`config.mk`:
```
export PLATFORM = sky130hd
export DESIGN_NAME = i2c_target_responder_flat
export DESIGN_NICKNAME = d
export VERILOG_FILES = /design/src/rtl/i2c_pkg.sv /design/src/rtl/i2c_target_responder_if.sv /design/src/rtl/i2c_line_sync.sv /design/src/rtl/i2c_target_responder.sv /design/src/flat_wrapper.sv
export SDC_FILE = /design/constraint.sdc
export NUM_CORES = 1
export LEC_CHECK = 0
export CORE_MARGIN = 4
export CORE_UTILIZATION = 35
export DETAILED_ROUTE_END_ITERATION = 6
export PLACE_DENSITY_LB_ADDON = 0.08
export SYNTH_ARGS = -nofsm -noshare
export SYNTH_HDL_FRONTEND = slang
export SYNTH_SLANG_ARGS = --single-unit
```
`constraint.sdc`:
```
create_clock -name clk -period 2.7 [get_ports clk]
set_input_delay 0.405 -clock clk [delete_from_list [all_inputs] [get_ports clk]]
set_output_delay 0.405 -clock clk [all_outputs]
set_load 0.05 [all_outputs]
```
`src/rtl/i2c_pkg.sv`:
```
// Shared definitions for the I2C target responder.
//   state_t          : protocol FSM state encoding
//   I2C_RW_READ      : value of the R/W bit that requests a read
//   DEFAULT_DEV_ADDR : default 7-bit device address
package i2c_pkg;

  typedef enum logic [3:0] {
    S_IDLE      = 4'd0,
    S_ADDR      = 4'd1,
    S_A_ACK     = 4'd2,
    S_W_PTR     = 4'd3,
    S_W_PTR_ACK = 4'd4,
    S_W_DATA    = 4'd5,
    S_W_ACK     = 4'd6,
    S_RD_DATA   = 4'd7,
    S_RD_ACK    = 4'd8,
    S_WAIT_STOP = 4'd9
  } state_t;

  localparam logic       I2C_RW_READ      = 1'b1;
  localparam logic [6:0] DEFAULT_DEV_ADDR = 7'h50;

endpackage

```
`src/rtl/i2c_target_responder_if.sv`:
```
// I2C bus-side signals of the target.
//   scl_in : SCL line level (driven by the bus / master)
//   sda_in : resolved SDA line level
//   sda_oe : 1 = target pulls SDA low, 0 = released
// Modports: slave = the target, master = the bus / master model.
interface i2c_target_responder_if;
  logic scl_in;
  logic sda_in;
  logic sda_oe;

  modport slave  (input scl_in, input sda_in, output sda_oe);
  modport master (output scl_in, output sda_in, input sda_oe);
endinterface

```
`src/rtl/i2c_line_sync.sv`:
```
// Two-flop synchronizer plus history flop for one asynchronous line.
//   clk, rst_n : system clock, async active-low reset (flops preset to 1)
//   line_in    : asynchronous input line
//   level      : synchronized level
//   rise, fall : one-cycle pulses on synchronized edges
module i2c_line_sync (
  input  logic clk,
  input  logic rst_n,
  input  logic line_in,
  output logic level,
  output logic rise,
  output logic fall
);

  logic meta_reg;
  logic sync_reg;
  logic hist_reg;

  // Preset to 1 (idle bus level) so releasing reset never looks like an edge.
  always_ff @(posedge clk or negedge rst_n) begin
    if (!rst_n) begin
      meta_reg <= 1'b1;
      sync_reg <= 1'b1;
      hist_reg <= 1'b1;
    end else begin
      meta_reg <= line_in;
      sync_reg <= meta_reg;
      hist_reg <= sync_reg;
    end
  end

  assign level = sync_reg;
  assign rise  = sync_reg & ~hist_reg;
  assign fall  = ~sync_reg & hist_reg;

endmodule

```
`src/rtl/i2c_target_responder.sv`:
```
// I2C target with an internal 8-bit register file.
//   clk, rst_n : system clock (>= 10x SCL), async active-low reset
//   bus        : SCL/SDA inputs and open-drain SDA pull-low enable
//   host_addr  : local read address; host_data = reg[host_addr] (combinational)
//   wr_strobe  : one-cycle pulse when an I2C data byte is committed
//   wr_index   : register index of the committed byte
//   busy       : high from an address match until STOP or mismatch
// Write: START, addr+W, pointer, data... STOP. Read: START, addr+R, data...
// The pointer auto-increments and survives a repeated START.
module i2c_target_responder
  import i2c_pkg::*;
#(
  parameter logic [6:0] DEV_ADDR = DEFAULT_DEV_ADDR,
  parameter int         DEPTH    = 16,
  parameter int         PTR_W    = 4
) (
  input  logic                   clk,
  input  logic                   rst_n,
  i2c_target_responder_if.slave  bus,
  input  logic [PTR_W-1:0]       host_addr,
  output logic [7:0]             host_data,
  output logic                   wr_strobe,
  output logic [PTR_W-1:0]       wr_index,
  output logic                   busy
);

  logic scl_lvl, scl_rise, scl_fall;
  logic sda_lvl, sda_rise, sda_fall;

  i2c_line_sync u_scl_sync (
    .clk(clk), .rst_n(rst_n), .line_in(bus.scl_in),
    .level(scl_lvl), .rise(scl_rise), .fall(scl_fall)
  );

  i2c_line_sync u_sda_sync (
    .clk(clk), .rst_n(rst_n), .line_in(bus.sda_in),
    .level(sda_lvl), .rise(sda_rise), .fall(sda_fall)
  );

  logic start_det, stop_det;
  assign start_det = sda_fall & scl_lvl;
  assign stop_det  = sda_rise & scl_lvl;

  state_t           state_reg, state_next;
  logic [2:0]       bit_cnt_reg, bit_cnt_next;
  logic [7:0]       shift_reg, shift_next;
  logic [PTR_W-1:0] ptr_reg, ptr_next;
  logic             rw_reg, rw_next;
  logic             sda_oe_reg, sda_oe_next;
  logic             busy_reg, busy_next;
  logic             wr_strobe_reg;
  logic [PTR_W-1:0] wr_index_reg, wr_index_next;
  logic             mem_we;
  logic [7:0]       bit_next;
  logic [7:0]       rd_byte;

  logic [7:0] mem [DEPTH];

  assign host_data = mem[host_addr];
  assign bit_next  = {shift_reg[6:0], sda_lvl};
  assign rd_byte   = mem[ptr_reg];

  always_ff @(posedge clk or negedge rst_n) begin
    if (!rst_n) begin
      state_reg     <= S_IDLE;
      bit_cnt_reg   <= '0;
      shift_reg     <= '0;
      ptr_reg       <= '0;
      rw_reg        <= 1'b0;
      sda_oe_reg    <= 1'b0;
      busy_reg      <= 1'b0;
      wr_strobe_reg <= 1'b0;
      wr_index_reg  <= '0;
    end else begin
      state_reg     <= state_next;
      bit_cnt_reg   <= bit_cnt_next;
      shift_reg     <= shift_next;
      ptr_reg       <= ptr_next;
      rw_reg        <= rw_next;
      sda_oe_reg    <= sda_oe_next;
      busy_reg      <= busy_next;
      wr_strobe_reg <= mem_we;
      wr_index_reg  <= wr_index_next;
    end
  end

  always_ff @(posedge clk or negedge rst_n) begin
    if (!rst_n) begin
      for (int i = 0; i < DEPTH; i++) mem[i] <= '0;
    end else if (mem_we) begin
      mem[ptr_reg] <= bit_next;
    end
  end

  always_comb begin
    state_next    = state_reg;
    bit_cnt_next  = bit_cnt_reg;
    shift_next    = shift_reg;
    ptr_next      = ptr_reg;
    rw_next       = rw_reg;
    sda_oe_next   = sda_oe_reg;
    busy_next     = busy_reg;
    wr_index_next = wr_index_reg;
    mem_we        = 1'b0;

    if (stop_det) begin
      state_next   = S_IDLE;
      bit_cnt_next = '0;
      sda_oe_next  = 1'b0;
      busy_next    = 1'b0;
    end else if (start_det) begin
      state_next   = S_ADDR;
      bit_cnt_next = '0;
      sda_oe_next  = 1'b0;
    end else begin
      case (state_reg)
        S_IDLE: ;

        S_ADDR: begin
          if (scl_rise) begin
            shift_next   = bit_next;
            bit_cnt_next = bit_cnt_reg + 3'd1;
            if (bit_cnt_reg == 3'd7) begin
              if (bit_next[7:1] == DEV_ADDR) begin
                state_next = S_A_ACK;
                rw_next    = bit_next[0];
                busy_next  = 1'b1;
              end else begin
                state_next = S_WAIT_STOP;
                busy_next  = 1'b0;
              end
            end
          end
        end

        // ACK states see two falls: the one ending bit 8 (assert) and the
        // one ending the ACK clock (release). sda_oe tells them apart.
        S_A_ACK: begin
          if (scl_fall) begin
            if (!sda_oe_reg) begin
              sda_oe_next = 1'b1;
            end else if (rw_reg == I2C_RW_READ) begin
              // Bit 7 must be on the line before the next rise, so it is
              // driven on the same fall that releases the ACK.
              state_next   = S_RD_DATA;
              sda_oe_next  = ~rd_byte[7];
              shift_next   = {rd_byte[6:0], 1'b0};
              bit_cnt_next = 3'd1;
            end else begin
              state_next   = S_W_PTR;
              sda_oe_next  = 1'b0;
              bit_cnt_next = '0;
            end
          end
        end

        S_W_PTR: begin
          if (scl_rise) begin
            shift_next   = bit_next;
            bit_cnt_next = bit_cnt_reg + 3'd1;
            if (bit_cnt_reg == 3'd7) begin
              ptr_next   = bit_next[PTR_W-1:0];
              state_next = S_W_PTR_ACK;
            end
          end
        end

        S_W_DATA: begin
          if (scl_rise) begin
            shift_next   = bit_next;
            bit_cnt_next = bit_cnt_reg + 3'd1;
            if (bit_cnt_reg == 3'd7) begin
              mem_we        = 1'b1;
              wr_index_next = ptr_reg;
              ptr_next      = ptr_reg + PTR_W'(1);
              state_next    = S_W_ACK;
            end
          end
        end

        S_W_PTR_ACK, S_W_ACK: begin
          if (scl_fall) begin
            if (!sda_oe_reg) begin
              sda_oe_next = 1'b1;
            end else begin
              sda_oe_next  = 1'b0;
              state_next   = S_W_DATA;
              bit_cnt_next = '0;
            end
          end
        end

        // bit_cnt counts bits already driven; it wraps to 0 after bit 0,
        // and the following fall releases the line for the master's ACK.
        S_RD_DATA: begin
          if (scl_fall) begin
            if (bit_cnt_reg == 3'd0) begin
              sda_oe_next = 1'b0;
              state_next  = S_RD_ACK;
            end else begin
              sda_oe_next  = ~shift_reg[7];
              shift_next   = {shift_reg[6:0], 1'b0};
              bit_cnt_next = bit_cnt_reg + 3'd1;
            end
          end
        end

        // Entered on a fall, so the rise (master ACK/NACK) comes first;
        // a fall seen here therefore always follows an ACK.
        S_RD_ACK: begin
          if (scl_rise) begin
            if (sda_lvl) begin
              state_next = S_WAIT_STOP;
              busy_next  = 1'b0;
            end else begin
              ptr_next = ptr_reg + PTR_W'(1);
            end
          end else if (scl_fall) begin
            state_next   = S_RD_DATA;
            sda_oe_next  = ~rd_byte[7];
            shift_next   = {rd_byte[6:0], 1'b0};
            bit_cnt_next = 3'd1;
          end
        end

        S_WAIT_STOP: begin
          sda_oe_next = 1'b0;
          busy_next   = 1'b0;
        end

        default: state_next = S_IDLE;
      endcase
    end
  end

  assign bus.sda_oe = sda_oe_reg;
  assign wr_strobe  = wr_strobe_reg;
  assign wr_index   = wr_index_reg;
  assign busy       = busy_reg;

endmodule

```
`src/flat_wrapper.sv`:
```
// flat-port wrapper written by rule: the top's interface ports become plain ports
module i2c_target_responder_flat import i2c_pkg::*;
#(
  parameter logic [6:0] DEV_ADDR = DEFAULT_DEV_ADDR,
  parameter int         DEPTH    = 16,
  parameter int         PTR_W    = 4
)
  (clk, rst_n, host_addr, host_data, wr_strobe, wr_index, busy, bus_scl_in, bus_sda_in, bus_sda_oe);
  i2c_target_responder_if bus_i ();
  input  logic clk;
  input  logic rst_n;
  input  logic [PTR_W-1:0] host_addr;
  output logic [7:0] host_data;
  output logic wr_strobe;
  output logic [PTR_W-1:0] wr_index;
  output logic busy;
  input wire logic [$bits(bus_i.scl_in)-1:0] bus_scl_in;
  input wire logic [$bits(bus_i.sda_in)-1:0] bus_sda_in;
  output wire logic [$bits(bus_i.sda_oe)-1:0] bus_sda_oe;
  assign bus_i.scl_in = bus_scl_in;
  assign bus_i.sda_in = bus_sda_in;
  assign bus_sda_oe = bus_i.sda_oe;
  i2c_target_responder #(.DEV_ADDR(DEV_ADDR), .DEPTH(DEPTH), .PTR_W(PTR_W)) u_core (.clk(clk), .rst_n(rst_n), .bus(bus_i), .host_addr(host_addr), .host_data(host_data), .wr_strobe(wr_strobe), .wr_index(wr_index), .busy(busy));
endmodule
```
After elaboration in Yosys (flattened, before gate mapping)

Cells that the tools add are included.

Register bits after elaboration: 161
Input port bits: 8
Output and inout bits: 15
Word-level logic and storage cells: 203

$add $sub $neg: 2
Magnitude comparators: 3
Equal/unequal tests: 49
Mux-type cells: 83
Bitwise operators: 16
Reductions and logical operators: 19

Operators by type and width:

| kind                                                                    | number |
|---|---|
| 128-bit bitwise mux                                                     | 1 |
| 8-bit 2-to-1 mux                                                        | 13 |
| 4-bit 2-to-1 mux                                                        | 24 |
| 8-bit binary-select mux with 4-bit select                               | 2 |
| 4-bit by 1-bit inequality test with 1-bit output, second input constant | 14 |
| 3-bit 2-to-1 mux                                                        | 12 |
| 8-bit demux with 4-bit select                                           | 1 |
| 4-bit case mux with 8 select lines                                      | 1 |
| 8-bit case mux with 4 select lines                                      | 1 |
| 1-bit 2-to-1 mux                                                        | 24 |
| 2-bit by 1-bit inequality test with 1-bit output, second input constant | 11 |
| 6-bit AND reduction                                                     | 3 |
| 4-bit by 3-bit == test with 1-bit output, second input constant         | 4 |
| 3-bit case mux with 5 select lines                                      | 1 |
| 15-bit AND reduction                                                    | 1 |
| 7-bit nonzero test                                                      | 2 |
| 3-bit by 1-bit inequality test with 1-bit output, second input constant | 4 |
| 4-bit case mux with 3 select lines                                      | 1 |
| 11-bit AND reduction                                                    | 1 |
| 5-bit >= comparator, second input constant                              | 2 |
| 4-bit inverter with 5-bit output                                        | 2 |
| 10-bit AND reduction                                                    | 1 |
| 9-bit AND reduction                                                     | 1 |
| 4-bit by 2-bit == test with 1-bit output, second input constant         | 2 |
| other kinds (25)                                                        | 43 |

Depth between registers and ports, before layout

Gate-level depths: netlist of the first run.

Word-level depth: 11
Mapped depth: 8
Depth with buffers taken out: 7

Cells and area by module

A second synthesis of the first run with hierarchy kept.

Cells, all modules: 645
Area total of the unflattened synthesis: 8916.1 µm²

Modules (own cells, without submodules):

| module               | instances | cells each | area an instance (µm²) | seq. area each (µm²) |
|---|---|---|---|---|
| i2c_target_responder | 1         | 635        | 8728.4                 | 3878.7 |
| i2c_line_sync        | 2         | 5          | 93.8                   | 78.8 |

Least setup slack after synthesis of the first run

No wires, ideal clock.

Path type: input to output
From: input host_addr[0]
To: output host_data[5]
Data arrival time: 2.077 ns
Required time: 2.295 ns
Setup slack: 0.218 ns
Cell stages on the path: 4
Path buffers: 2
Path through: clkbuf_1 buf_2 mux4_2 mux4_2

Word-level cells in the longest chain between the ends: 4

Ends and longest elaborated chain:

| item                                                   | RTL line                   | text |
|---|---|---|
| start, declared                                        | flat_wrapper.sv:12         | `input logic [PTR_W-1:0] host_addr;` |
| 4-bit inverter with 5-bit output (implied by the code) | i2c_target_responder.sv:59 | `assign host_data = mem[host_addr];` |
| 8-bit binary-select mux with 4-bit select              | i2c_target_responder.sv:59 |  |
| 8-bit 2-to-1 mux (implied by the code) (2 in a row)    | i2c_target_responder.sv:59 |  |
| end, declared                                          | flat_wrapper.sv:13         | `output logic [7:0] host_data;` |

Every way passes these cells. The select of a mux whose other input is x is not followed.

Worst setup path after layout of the first run

From: input host_addr[0]
To: output host_data[4]

Same word-level chain as after synthesis.

==> results of run 1 <==
-- how the worst max path moves through the flow --
| stage | endpoint | slack [ns] | cells past startpoint |
|---|---|---|---|
| after detailed placement | host_data[4] | 0.14 | 5 |
| after floorplan | host_data[5] | 0.22 | 4 |
| after global routing | u_core.mem[66]$_DFFE_PN0P_ | 0.03 | 8 |
| final | host_data[4] | 0.16 | 5 |
| after global placement | host_data[3] | 0.15 | 5 |
| after CTS | u_core.mem[66]$_DFFE_PN0P_ | 0.1 | 8 |
-- through the flow --
stage	cell area [um2]	instances
6_report	10610	1066
5_1_grt	10610	1066
4_1_cts	10610	1066
3_5_place_dp	9983	1033
3_3_place_gp	9983	1033
2_1_floorplan	8969	675
-- kinds of logic after synthesis --
family | after synthesis
flops | 161
fa+ha+maj | 7
buf+inv | 67
simple gates | 122
mux | 245
xor+xnor | 3
compound gates | 70
-- layout make-up --
| type | instances | area [um2] |
|---|---|---|
| Sequential cell | 161 | 4038 |
| Timing Repair Buffer | 84 | 834.6 |
| Multi-Input combinational cell | 447 | 4663 |
| Fill cell | 2313 | 14570 |
| Clock inverter | 15 | 191.4 |
| Tap cell | 330 | 412.9 |
| Inverter | 12 | 45.04 |
| Clock buffer | 17 | 425.4 |
-- worst max-delay path, cell delays in order --
cell and delay, ns:
buf_2 0.27, buf_12 0.21, mux4_2 0.52, mux4_2 0.49, buf_4 0.21
-- layer usage --
layer  wire length (um)  GRT usage (%)  vias to the layer above
met2              12850          31.27                      125
met5                  0              0                        -
met1              12290          27.46                     3256
li1                   -              -                     2660
met3                948          3.240                       19
met4                282          3.705                        0
-- power breakdown --
part	total [mW]	internal (mW)	leakage [nW]	switching [mW]
Clock	2.60	1.49	0.304	1.11
Sequential	2.81	2.51	2.22	0.298
Combinational	2.06	0.863	2.17	1.19
-- cell usage in the layout, fill, tap and decap left out, types with 11 or more instances in the layout --
cell type,Yosys,final
dfrtp_1,155,154
mux2_2,150,150
mux4_2,58,58
buf_4,0,55
mux2i_1,37,37
nand2_1,28,28
a22oi_1,23,23
nor2_1,19,19
nand3_1,19,19
clkbuf_16,0,17
buf_12,0,14
inv_1,12,12
o21ai_0,11,11
clkdlybuf4s50_1,0,11
-- timing repair --
item	4_1_cts	5_1_grt
hold buffers	1	0
hold endpoints to repair	18	0
endpoints found under the setup margin	0	25
==> metrics.txt, run 1 <==
Min Clock Period, post-route=about 2.5 ns; Yosys warnings=0; Die Span Y=approximately 170 um; status=completed; post-CTS setup buffer count=0; I/O Pins=23; reg-to-reg endpoint=u_core.mem[91]$_DFFE_PN0P_; Die Area=roughly 0.028 mm2; HPWL Detailed=about 18,000 um; Setup crit end kind=primary output; Synth-to-Final Area Change=18.30%; DR pass1 iterations=5; Hold EP=u_core.u_sda_sync.level$_DFF_PN1_; CORE AREA=between 0.02 and 0.03 mm2; DRT antenna net count=0; ys flop type=dfrtp_1; IO buf count=22; register bit total from synthesis=~160; Synth area leaders=dfrtp_1 (43%), mux2_2 (19%), mux4_2 (15%); synthesized cell area=approximately 0.009 mm2; CTS tree=done; Total Power=roughly 7.5 mW; hold_sp=u_core.u_sda_sync.meta_reg$_DFF_PN1_; multiplexer area fraction after synthesis=a little under two fifths; Yosys cell types=55; Final Net Count=738; RSZ-0062 raised after global routing=false; DRC=0; Hold WS=between 0.3 and 0.4 ns; Synth Area in Compound Gates=approximately 5.6%; initial antenna violation count=0; number of flip-flops in the largest register=128; root buffer cell=clkbuf_16; Seq/Total Area, Yosys=between 40% and 50%; r2r startpoint=u_core.bit_cnt_reg[0]$_DFFE_PN0P_; clk_lat worst skew=approximately 0.43 ns; Async S/R FF share, synth=100.0%; P per Cell Area=slightly above 700 mW/mm2; Final Util=42.13%; largest family of logic cells by synthesized area=multiplexers; vias per cell=about 5.7; row count=58; first-pass GRT wire length=approximately 41,000 um; crit path kind=in -> out; Lkg Pwr=4.693 nW; gr usage total=19.22%; worst-case reg-to-reg path depth=9; VDD IR max=approximately 0.33 mV; fmax=~390 MHz; largest net degree at the start of global routing=59; Iter 0 DRT Violations=around 340; EDFF count, synth=0; Rel. slew slack=~45%; Final Hold Viols=0; simple-gate share of the synthesized area=7.631%; Setup WS pre-CTS=~0.14 ns; PnR worst setup slack=approximately 0.16 ns; worst-path fanout max=12; Starting Density=a little over a third; Net Count, Synth=690; Yosys top cell area share=between 40% and 50%; Sum Neg Setup Slack=0 ns; Die Wd=168.1 um; Avg Cell Area, Syn=between 10 and 15 um2; # setup viols final=0; fin. max-slew vios=0; leading area contributor after synthesis=dfrtp_1; max_cap viols=0; Hold Crit Class=reg -> reg; post-CTS sizing=0; antenna diode count=0; Hold Path Cell Cnt=0; WL final=26,370 um; DR WL/cell=roughly 25 um; Least-Margin Pin Slew=between 0.8 and 0.9 ns; critical path required time=roughly 2.3 ns; share of cells above drive strength 1=between 40% and 50%; Startpoint Class=primary input; fin crit share=around 94%; Post-Synth XOR/XNOR Area=less than 1%; CP Launch Point=host_addr[0]; R2R Setup Slk=~0.19 ns; vias in the first global route=approximately 6,300; via count=just over 6,000; total clock buffers created by CTS=17; clock skew=about 0.012 ns; Critical Path AT=between 2 and 2.5 ns; CTS max path bufs=2; most common cell in the netlist=dfrtp_1; grt ovf=0; most common library cells after synthesis=dfrtp_1 (155), mux2_2 (150), mux4_2 (58); clock sink count=~160; Placer Congestion=around 0.8; Clock H-tree levels=4; Synth Area in Adders=less than 1%; Worst-path clk slew=~0.070 ns; Post-Synthesis Cells=between 600 and 700
(Power assumes the default switching activity.)
==> run 2, diff against run 1 <==
- CTS_CLUSTER_SIZE: not set -> 20
==> results of run 2 <==
No change in the layout: final DEF, timing and power equal those of run 1.
